<file path="src/rtl/iir_sos_cascade_if.sv">
// Sample, scale, coefficient-write and result signals of iir_sos_cascade.
// Signal names follow the block's published pin names.
// master: the sample source / controller; drives X, X_VALID, S, C_WE, C_ADDR, C_DATA.
// slave : the cascade; drives X_READY, Y, Y_VALID, OF_add, OF_mult.
`timescale 1ns/1ps
interface iir_sos_cascade_if #(
    parameter int unsigned WIX  = 3,
    parameter int unsigned WFX  = 7,
    parameter int unsigned WIC  = 3,
    parameter int unsigned WFC  = 8,
    parameter int unsigned WIS  = 5,
    parameter int unsigned WFS  = 11,
    parameter int unsigned WIO  = 8,
    parameter int unsigned WFO  = 18,
    parameter int unsigned NSEC = 2,
    parameter int unsigned AW   = $clog2(5 * NSEC)
);
    logic signed [WIX+WFX-1:0] X;
    logic                      X_VALID;
    logic                      X_READY;
    logic signed [WIS+WFS-1:0] S;
    logic                      C_WE;
    logic        [AW-1:0]      C_ADDR;
    logic signed [WIC+WFC-1:0] C_DATA;
    logic signed [WIO+WFO-1:0] Y;
    logic                      Y_VALID;
    logic                      OF_add;
    logic                      OF_mult;

    modport master (
        output X, X_VALID, S, C_WE, C_ADDR, C_DATA,
        input  X_READY, Y, Y_VALID, OF_add, OF_mult
    );

    modport slave (
        input  X, X_VALID, S, C_WE, C_ADDR, C_DATA,
        output X_READY, Y, Y_VALID, OF_add, OF_mult
    );
endinterface

</file>
<file path="src/rtl/iir_sos_cascade.sv">
// Cascade of NSEC Direct Form I biquads sharing one multiply-accumulate unit.
// Each accepted sample is scaled by S, then every section takes 5 MAC cycles plus one
// update cycle; section k's output feeds section k+1. Coefficients are writable in IDLE.
// Ports:
//   CLK   - rising-edge clock
//   RESET - synchronous active-low reset
//   bus   - slave side of iir_sos_cascade_if (sample in, coefficient write, result out,
//           sticky overflow flags)
`timescale 1ns/1ps
module iir_sos_cascade #(
    parameter int unsigned WIX  = 3,
    parameter int unsigned WFX  = 7,
    parameter int unsigned WIC  = 3,
    parameter int unsigned WFC  = 8,
    parameter int unsigned WIS  = 5,
    parameter int unsigned WFS  = 11,
    parameter int unsigned WIO  = 8,
    parameter int unsigned WFO  = 18,
    parameter int unsigned NSEC = 2,
    parameter int unsigned AW   = $clog2(5 * NSEC)
) (
    input logic              CLK,
    input logic              RESET,
    iir_sos_cascade_if.slave bus
);

    localparam int unsigned XW  = WIX + WFX;
    localparam int unsigned CW  = WIC + WFC;
    localparam int unsigned SW  = WIS + WFS;
    localparam int unsigned OW  = WIO + WFO;
    localparam int unsigned PW  = XW + SW;
    localparam int unsigned PF  = WFX + WFS;
    localparam int unsigned ShR = (PF > WFO) ? PF - WFO : 0;
    localparam int unsigned ShL = (PF < WFO) ? WFO - PF : 0;
    // Room for the aligned product plus headroom for the range check.
    localparam int unsigned EW  = PW + ShL + OW;
    localparam int unsigned MW  = CW + OW;
    localparam int unsigned ACW = (WIC + WIO + 3) + (WFC + WFO);
    localparam int unsigned NC  = 5 * NSEC;
    localparam int unsigned KW  = (NSEC > 1) ? $clog2(NSEC) : 1;

    localparam logic signed [OW-1:0]  OutMax  = {1'b0, {(OW-1){1'b1}}};
    localparam logic signed [OW-1:0]  OutMin  = {1'b1, {(OW-1){1'b0}}};
    localparam logic signed [EW-1:0]  ScMax   = EW'(OutMax);
    localparam logic signed [EW-1:0]  ScMin   = EW'(OutMin);
    localparam logic signed [ACW-1:0] AccMax  = ACW'(OutMax);
    localparam logic signed [ACW-1:0] AccMin  = ACW'(OutMin);
    localparam logic signed [CW-1:0]  B0Reset = CW'(1 << WFC);

    typedef enum logic [1:0] {StIdle, StScale, StMac, StUpd} state_e;

    state_e                state_q;
    logic [KW-1:0]         k_q;
    logic [2:0]            j_q;
    logic signed [XW-1:0]  x_q;
    logic signed [SW-1:0]  s_q;
    logic signed [OW-1:0]  xin_q;   // input of the section being computed
    logic signed [ACW-1:0] acc_q;
    logic signed [OW-1:0]  y_q;
    logic                  y_valid_q;
    logic                  of_add_q;
    logic                  of_mult_q;
    logic signed [CW-1:0]  coef_q [NC];
    logic signed [OW-1:0]  x1_q [NSEC];
    logic signed [OW-1:0]  x2_q [NSEC];
    logic signed [OW-1:0]  y1_q [NSEC];
    logic signed [OW-1:0]  y2_q [NSEC];

    // Input scaling: X*S aligned to WIO.WFO with floor / zero-pad, then saturated.
    logic signed [PW-1:0] sc_prod;
    logic signed [EW-1:0] sc_al;
    logic signed [OW-1:0] sc_sat;
    logic                 sc_of;

    always_comb begin
        sc_prod = PW'(x_q) * PW'(s_q);
        sc_al   = (EW'(sc_prod) >>> ShR) <<< ShL;
        sc_of   = 1'b0;
        sc_sat  = sc_al[OW-1:0];
        if (sc_al > ScMax) begin
            sc_sat = OutMax;
            sc_of  = 1'b1;
        end else if (sc_al < ScMin) begin
            sc_sat = OutMin;
            sc_of  = 1'b1;
        end
    end

    // MAC: j selects b0*x, b1*x1, b2*x2, then subtracts a1*y1, a2*y2.
    logic [AW-1:0]         cidx;
    logic signed [CW-1:0]  mac_coef;
    logic signed [OW-1:0]  mac_op;
    logic signed [MW-1:0]  mac_prod;
    logic signed [ACW-1:0] mac_term;
    logic signed [ACW-1:0] acc_base;
    logic signed [ACW-1:0] acc_sum;

    always_comb begin
        cidx     = AW'(32'd5 * 32'(k_q) + 32'(j_q));
        mac_coef = coef_q[cidx];
        case (j_q)
            3'd0:    mac_op = xin_q;
            3'd1:    mac_op = x1_q[k_q];
            3'd2:    mac_op = x2_q[k_q];
            3'd3:    mac_op = y1_q[k_q];
            3'd4:    mac_op = y2_q[k_q];
            default: mac_op = '0;
        endcase
        mac_prod = MW'(mac_coef) * MW'(mac_op);
        mac_term = ACW'(mac_prod);
        acc_base = (j_q == 3'd0) ? '0 : acc_q;
        acc_sum  = (j_q >= 3'd3) ? acc_base - mac_term : acc_base + mac_term;
    end

    // Section output: floor away the coefficient fraction, then saturate.
    logic signed [ACW-1:0] acc_sh;
    logic signed [OW-1:0]  y_upd;
    logic                  upd_of;

    always_comb begin
        acc_sh = acc_q >>> WFC;
        upd_of = 1'b0;
        y_upd  = acc_sh[OW-1:0];
        if (acc_sh > AccMax) begin
            y_upd  = OutMax;
            upd_of = 1'b1;
        end else if (acc_sh < AccMin) begin
            y_upd  = OutMin;
            upd_of = 1'b1;
        end
    end

    always_ff @(posedge CLK) begin
        if (!RESET) begin
            state_q   <= StIdle;
            k_q       <= '0;
            j_q       <= '0;
            x_q       <= '0;
            s_q       <= '0;
            xin_q     <= '0;
            acc_q     <= '0;
            y_q       <= '0;
            y_valid_q <= 1'b0;
            of_add_q  <= 1'b0;
            of_mult_q <= 1'b0;
            for (int i = 0; i < int'(NSEC); i++) begin
                x1_q[i] <= '0;
                x2_q[i] <= '0;
                y1_q[i] <= '0;
                y2_q[i] <= '0;
            end
            for (int i = 0; i < int'(NC); i++) begin
                coef_q[i] <= ((i % 5) == 0) ? B0Reset : '0;
            end
        end else begin
            y_valid_q <= 1'b0;
            unique case (state_q)
                StIdle: begin
                    if (bus.C_WE && (32'(bus.C_ADDR) < NC)) begin
                        coef_q[bus.C_ADDR] <= bus.C_DATA;
                    end
                    if (bus.X_VALID) begin
                        x_q     <= bus.X;
                        s_q     <= bus.S;
                        state_q <= StScale;
                    end
                end
                StScale: begin
                    xin_q     <= sc_sat;
                    of_mult_q <= of_mult_q | sc_of;
                    k_q       <= '0;
                    j_q       <= '0;
                    state_q   <= StMac;
                end
                StMac: begin
                    acc_q <= acc_sum;
                    if (j_q == 3'd4) begin
                        state_q <= StUpd;
                    end else begin
                        j_q <= j_q + 3'd1;
                    end
                end
                StUpd: begin
                    x2_q[k_q] <= x1_q[k_q];
                    x1_q[k_q] <= xin_q;
                    y2_q[k_q] <= y1_q[k_q];
                    y1_q[k_q] <= y_upd;
                    xin_q     <= y_upd;
                    of_add_q  <= of_add_q | upd_of;
                    j_q       <= '0;
                    if (32'(k_q) == NSEC - 1) begin
                        y_q       <= y_upd;
                        y_valid_q <= 1'b1;
                        state_q   <= StIdle;
                    end else begin
                        k_q     <= k_q + 1'b1;
                        state_q <= StMac;
                    end
                end
                default: state_q <= StIdle;
            endcase
        end
    end

    assign bus.X_READY = (state_q == StIdle);
    assign bus.Y       = y_q;
    assign bus.Y_VALID = y_valid_q;
    assign bus.OF_add  = of_add_q;
    assign bus.OF_mult = of_mult_q;

endmodule

</file>
<file path="src/flat_wrapper.sv">
// flat-port wrapper written by rule: the top's interface ports become plain ports
module iir_sos_cascade_flat 
#(
    parameter int unsigned WIX  = 3,
    parameter int unsigned WFX  = 7,
    parameter int unsigned WIC  = 3,
    parameter int unsigned WFC  = 8,
    parameter int unsigned WIS  = 5,
    parameter int unsigned WFS  = 11,
    parameter int unsigned WIO  = 8,
    parameter int unsigned WFO  = 18,
    parameter int unsigned NSEC = 2,
    parameter int unsigned AW   = $clog2(5 * NSEC)
)
  (CLK, RESET, bus_X, bus_X_VALID, bus_S, bus_C_WE, bus_C_ADDR, bus_C_DATA, bus_X_READY, bus_Y, bus_Y_VALID, bus_OF_add, bus_OF_mult);
  iir_sos_cascade_if #(.WIX(WIX), .WFX(WFX), .WIC(WIC), .WFC(WFC), .WIS(WIS), .WFS(WFS), .WIO(WIO), .WFO(WFO), .NSEC(NSEC), .AW(AW)) bus_i ();
  input logic CLK;
  input logic RESET;
  input wire logic [$bits(bus_i.X)-1:0] bus_X;
  input wire logic [$bits(bus_i.X_VALID)-1:0] bus_X_VALID;
  input wire logic [$bits(bus_i.S)-1:0] bus_S;
  input wire logic [$bits(bus_i.C_WE)-1:0] bus_C_WE;
  input wire logic [$bits(bus_i.C_ADDR)-1:0] bus_C_ADDR;
  input wire logic [$bits(bus_i.C_DATA)-1:0] bus_C_DATA;
  output wire logic [$bits(bus_i.X_READY)-1:0] bus_X_READY;
  output wire logic [$bits(bus_i.Y)-1:0] bus_Y;
  output wire logic [$bits(bus_i.Y_VALID)-1:0] bus_Y_VALID;
  output wire logic [$bits(bus_i.OF_add)-1:0] bus_OF_add;
  output wire logic [$bits(bus_i.OF_mult)-1:0] bus_OF_mult;
  assign bus_i.X = bus_X;
  assign bus_i.X_VALID = bus_X_VALID;
  assign bus_i.S = bus_S;
  assign bus_i.C_WE = bus_C_WE;
  assign bus_i.C_ADDR = bus_C_ADDR;
  assign bus_i.C_DATA = bus_C_DATA;
  assign bus_X_READY = bus_i.X_READY;
  assign bus_Y = bus_i.Y;
  assign bus_Y_VALID = bus_i.Y_VALID;
  assign bus_OF_add = bus_i.OF_add;
  assign bus_OF_mult = bus_i.OF_mult;
  iir_sos_cascade #(.WIX(WIX), .WFX(WFX), .WIC(WIC), .WFC(WFC), .WIS(WIS), .WFS(WFS), .WIO(WIO), .WFO(WFO), .NSEC(NSEC), .AW(AW)) u_core (.CLK(CLK), .RESET(RESET), .bus(bus_i));
endmodule
</file>
<file path="config.mk">
export PLATFORM = sky130hd
export DESIGN_NAME = iir_sos_cascade_flat
export DESIGN_NICKNAME = d
export VERILOG_FILES = /design/src/rtl/iir_sos_cascade_if.sv /design/src/rtl/iir_sos_cascade.sv /design/src/flat_wrapper.sv
export SDC_FILE = /design/constraint.sdc
export NUM_CORES = 2
export LEC_CHECK = 0
export CORE_MARGIN = 1.5
export CORE_UTILIZATION = 64
export DETAILED_ROUTE_END_ITERATION = 8
export PLACE_DENSITY = 0.89
export SLEW_MARGIN = 40
export SYNTH_ARGS = -nofsm -noshare
export SYNTH_HDL_FRONTEND = slang
export SYNTH_SLANG_ARGS = --single-unit
</file>
<file path="constraint.sdc">
create_clock -name CLK -period 14.9 [get_ports CLK]
set_input_delay 2.235 -clock CLK [delete_from_list [all_inputs] [get_ports CLK]]
set_output_delay 2.235 -clock CLK [all_outputs]
set_load 0.02 [all_outputs]
</file>
==> run summary <==
The run finished with clean final reports. The prevailing post-synth register cell is edfxtp_1. The first detailed-routing pass ran for 6 iterations. The top-area cell type share of the netlist area came out at 0.286.

The number of pins with negative max-slew slack in the final report came to 0. The worst hold slack is 0.450 ns. The CTS tree is built. For this block, the via count after detailed routing is 30300. The type of the worst setup path is flip-flop to flip-flop. The sequential share of the synthesized area is 0.350.

The post-CTS setup buffer count came out at 0. The area growth from synthesis to layout came out at 8.20%. The hold violation total from the final report came out at 0.

The worst-case vdd ir drop came out at between 0.1 and 0.15 mV. The DRC violation count after routing is 0. The total clock buffers created by CTS is a little under 50. Together, buffers and inverters on the worst path number 5. The maximum fanout count along the critical path came out at 46.

The final setup violation count came out at 0. The standby leakage power is 0.0184 uW. By area the synthesized netlist is led by edfxtp_1 (29%), fa_1 (20%), dfxtp_1 (6.4%). The top cell types in the final layout, fill and taps aside, are inv_1 (458), nand2_1 (423), nor2_1 (422). Setup repair after global routing left no endpoint under its margin. At the worst endpoint, the required time is 15.35 ns. During placement, the flow inserted port buffers numbering between 70 and 80.

The maximum clock path buffer count is 3. The clock-pin slew of the registers on the worst-case setup and hold paths is 0.07 ns. After synthesis, the share of flip-flops with an asynchronous set or reset is 0. The tree is rooted in a clkbuf_16.

The fraction of final layout cells sized beyond drive strength 1 came out at 0.0575. The HPWL after detailed placement came out at 73.9 mm. The routed wirelength normalized by instance count is 21.5 um. STA classifies the critical path endpoint as a flip-flop. In the routed layout, each cell is associated on average with a via count of 6.22. The initial utilization of the core area, before any placement, comes to 0.650. The starting DRC count in detailed routing is 3129. Based on the critical path, the design can be clocked at up to ~89 MHz. The tool flagged a number of max-cap violations equal to 0. The net count of the finished layout is 4618.

The hold buffer count at cts came out at 0. The maximum clock skew at final layout is 0.0293 ns. The total chip power came out at 5660 uW. After detailed routing, the total wire length is ~100 mm. Counting stages on the worst path, the most repeated cell is fa_1.

The count of cells resized by post-cts repair came out at 0. Entering global routing, the biggest net connects 79 pins. The normalized max-slew margin came out at 0.400. The library cell used most frequently in the layout, excluding fill and tap cells, is inv_1. The startpoint type of the worst setup path is a flip-flop. The repair_antennas step left the layout with diodes totalling 0. The measured slew at the worst slew-check pin is 0.900 ns. Synthesis inferred 512 register bits. The summed negative setup slack over all endpoints came out at 0 ns. For the worst-skew pair, the clock arrives at the later sink with an insertion delay of 0.62 ns.

The path class of the lowest-slack min-delay path is flip-flop to flip-flop. The number of cells produced by synthesis came out at 3985. For this run, the total global-route usage over all layers was measured as 0.333. The final worst-path cycle share is 0.753. The antenna violation net count after detailed routing is 0. The first-pass GRT wire length came out at 167 mm.

The die is 254 um wide. The final period demand of the worst path came out at between 10 and 15 ns. After floorplanning, the core was divided into 91 placement rows. The maximum cell stage delay along the critical path is 0.86 ns.

The fill cell total of the finished layout came out at 4238. The slowest stage of the critical path is the dfxtp_4 cell. On the critical path the largest part of the delay comes from adder cells. The area enclosed by the die boundary came out at between 0.06 and 0.07 mm2.

At the end of routability-driven placement, the weighted congestion stood at 0.973. The combined area of all synthesized cells came out at 0.0403 mm2. The total cell area at the placement stage is 0.0419 mm2.

The clock net sink count is 512. Counting flops with a built-in enable in the synthesized netlist gives ~380. The number of global-route vias before repair came out at 31200. The residual overflow from global routing came out at 0. Summed over all instances, the cell type with the most area after synthesis is edfxtp_1.

The arrival time of the worst setup path is 11.67 ns. The post-synthesis area per instance came out at 10.1 um2. Including well taps, the total number of placed cells is approximately 4800. Power spread over the standard cell area amounts to around 130 mW/mm2. The initial antenna violation count is 0. The area of all placed cells without fillers is 0.0436 mm2. For this run, the number of standard cells in the final layout without fillers is 4873. The die height is 254 um. The H-tree depth reported by CTS is 2. The number of warnings printed during yosys synthesis came out at 0. The standard cell core area came out at 0.0619 mm2. The number of library cell types mapped by synthesis came out at 90. The count of pins on the block boundary came out at 75.
## layout make-up
| class | instances | area [um2] | share of cell area |
|---|---|---|---|
| inverter | 462 | 1740 | 0.0399 |
| sequential | 512 | 14100 | 0.324 |
| clock buffer | 70 | 1390 | 0.0319 |
| multi-input combinational | 2859 | 24000 | 0.551 |
| clock inverter | 22 | 250 | 0.00574 |
| tap | 837 | 1050 | 0.0240 |
| timing repair buffer | 111 | 1060 | 0.0244 |
## registers in the layout (all words and copies together), names as in the netlist, named ones only
name	count
u_core.k_q	1
u_core.xin_q	26
u_core.x1_q	52
u_core.coef_q	176
u_core.bus.Y	26
u_core.bus.OF_mult	1
u_core.acc_q	40
u_core.bus.Y_VALID	1
u_core.y2_q	52
u_core.x2_q	52
u_core.x_q	10
u_core.j_q	3
u_core.state_q	2
u_core.s_q	16
u_core.y1_q	52
u_core.bus.OF_add	1
## kinds of logic after synthesis
family / after synthesis / synth area share
fa+ha+maj: 578 / 0.253
flops: 512 / 0.350
compound gates: 607 / 0.0978
other cells: 1 / 0.0000931
mux: 169 / 0.0578
simple gates: 1324 / 0.153
xor+xnor: 115 / 0.0250
buf+inv: 679 / 0.0638
## cells in the mapped netlist (10+ instances only)
master      n
inv_1     461
nand2_1   425
nor2_1    424
fa_1      393
edfxtp_1  384
a21oi_1   218
clkbuf_1  190
ha_1      185
nor2b_1   142
and2_1    140
dfxtp_1   128
mux2i_1   112
o21ai_0    91
xnor2_1    78
a21o_1     70
mux4_2     50
nand2b_1   39
a211oi_1   37
xor2_1     37
nor3_1     36
nand3_1    35
o22ai_1    30
a221o_1    19
a31oi_1    16
o21a_1     16
buf_1      15
nand4_1    15
and3_1     14
o21ai_1    13
nor4_1     12
o211ai_1   11
buf_2      10
## final timing paths
path / slack (ns) / startpoint / end / depth (start not counted)
min reg2reg: 0.45 / u_core.acc_q[1] / u_core.acc_q[1] / 2
min: 0.45 / u_core.acc_q[1] / u_core.acc_q[1] / 2
max reg2reg: 3.67 / flip-flop / u_core.acc_q[34] / 35
max: 3.67 / flip-flop / u_core.acc_q[34] / 35
## tightest hold or removal path, delay by kind of cell (launching register included)
kind,cells,cell delay [ns]
AO/OA/AOI/OAI,1,0.05
AND/OR/NAND/NOR,1,0.05
flip-flops,1,0.30
## layer usage
metal	vias to the layer above	track usage	wire length (um)
li1	13200	-	-
met1	15000	0.425	38500
met2	1726	0.551	51100
met3	362	0.0604	9980
met4	0	0.163	5110
met5	-	0	0
## per-stage QoR
stage	setup slack (ns)	utilization
after floorplan	4.58	-
after global routing	3.21	0.703
after global placement	3.93	0.675
final	3.67	0.703
after detailed placement	3.98	0.676
after CTS	3.92	0.703
## power by group
group          total [uW]  switching, uW  internal [uW]
Sequential           1670           64.4           1600
Clock                1290            564            725
Combinational        2700           1730            972
Total                5660           2360           3300
No activity file was read; power rests on OpenSTA's default activity.
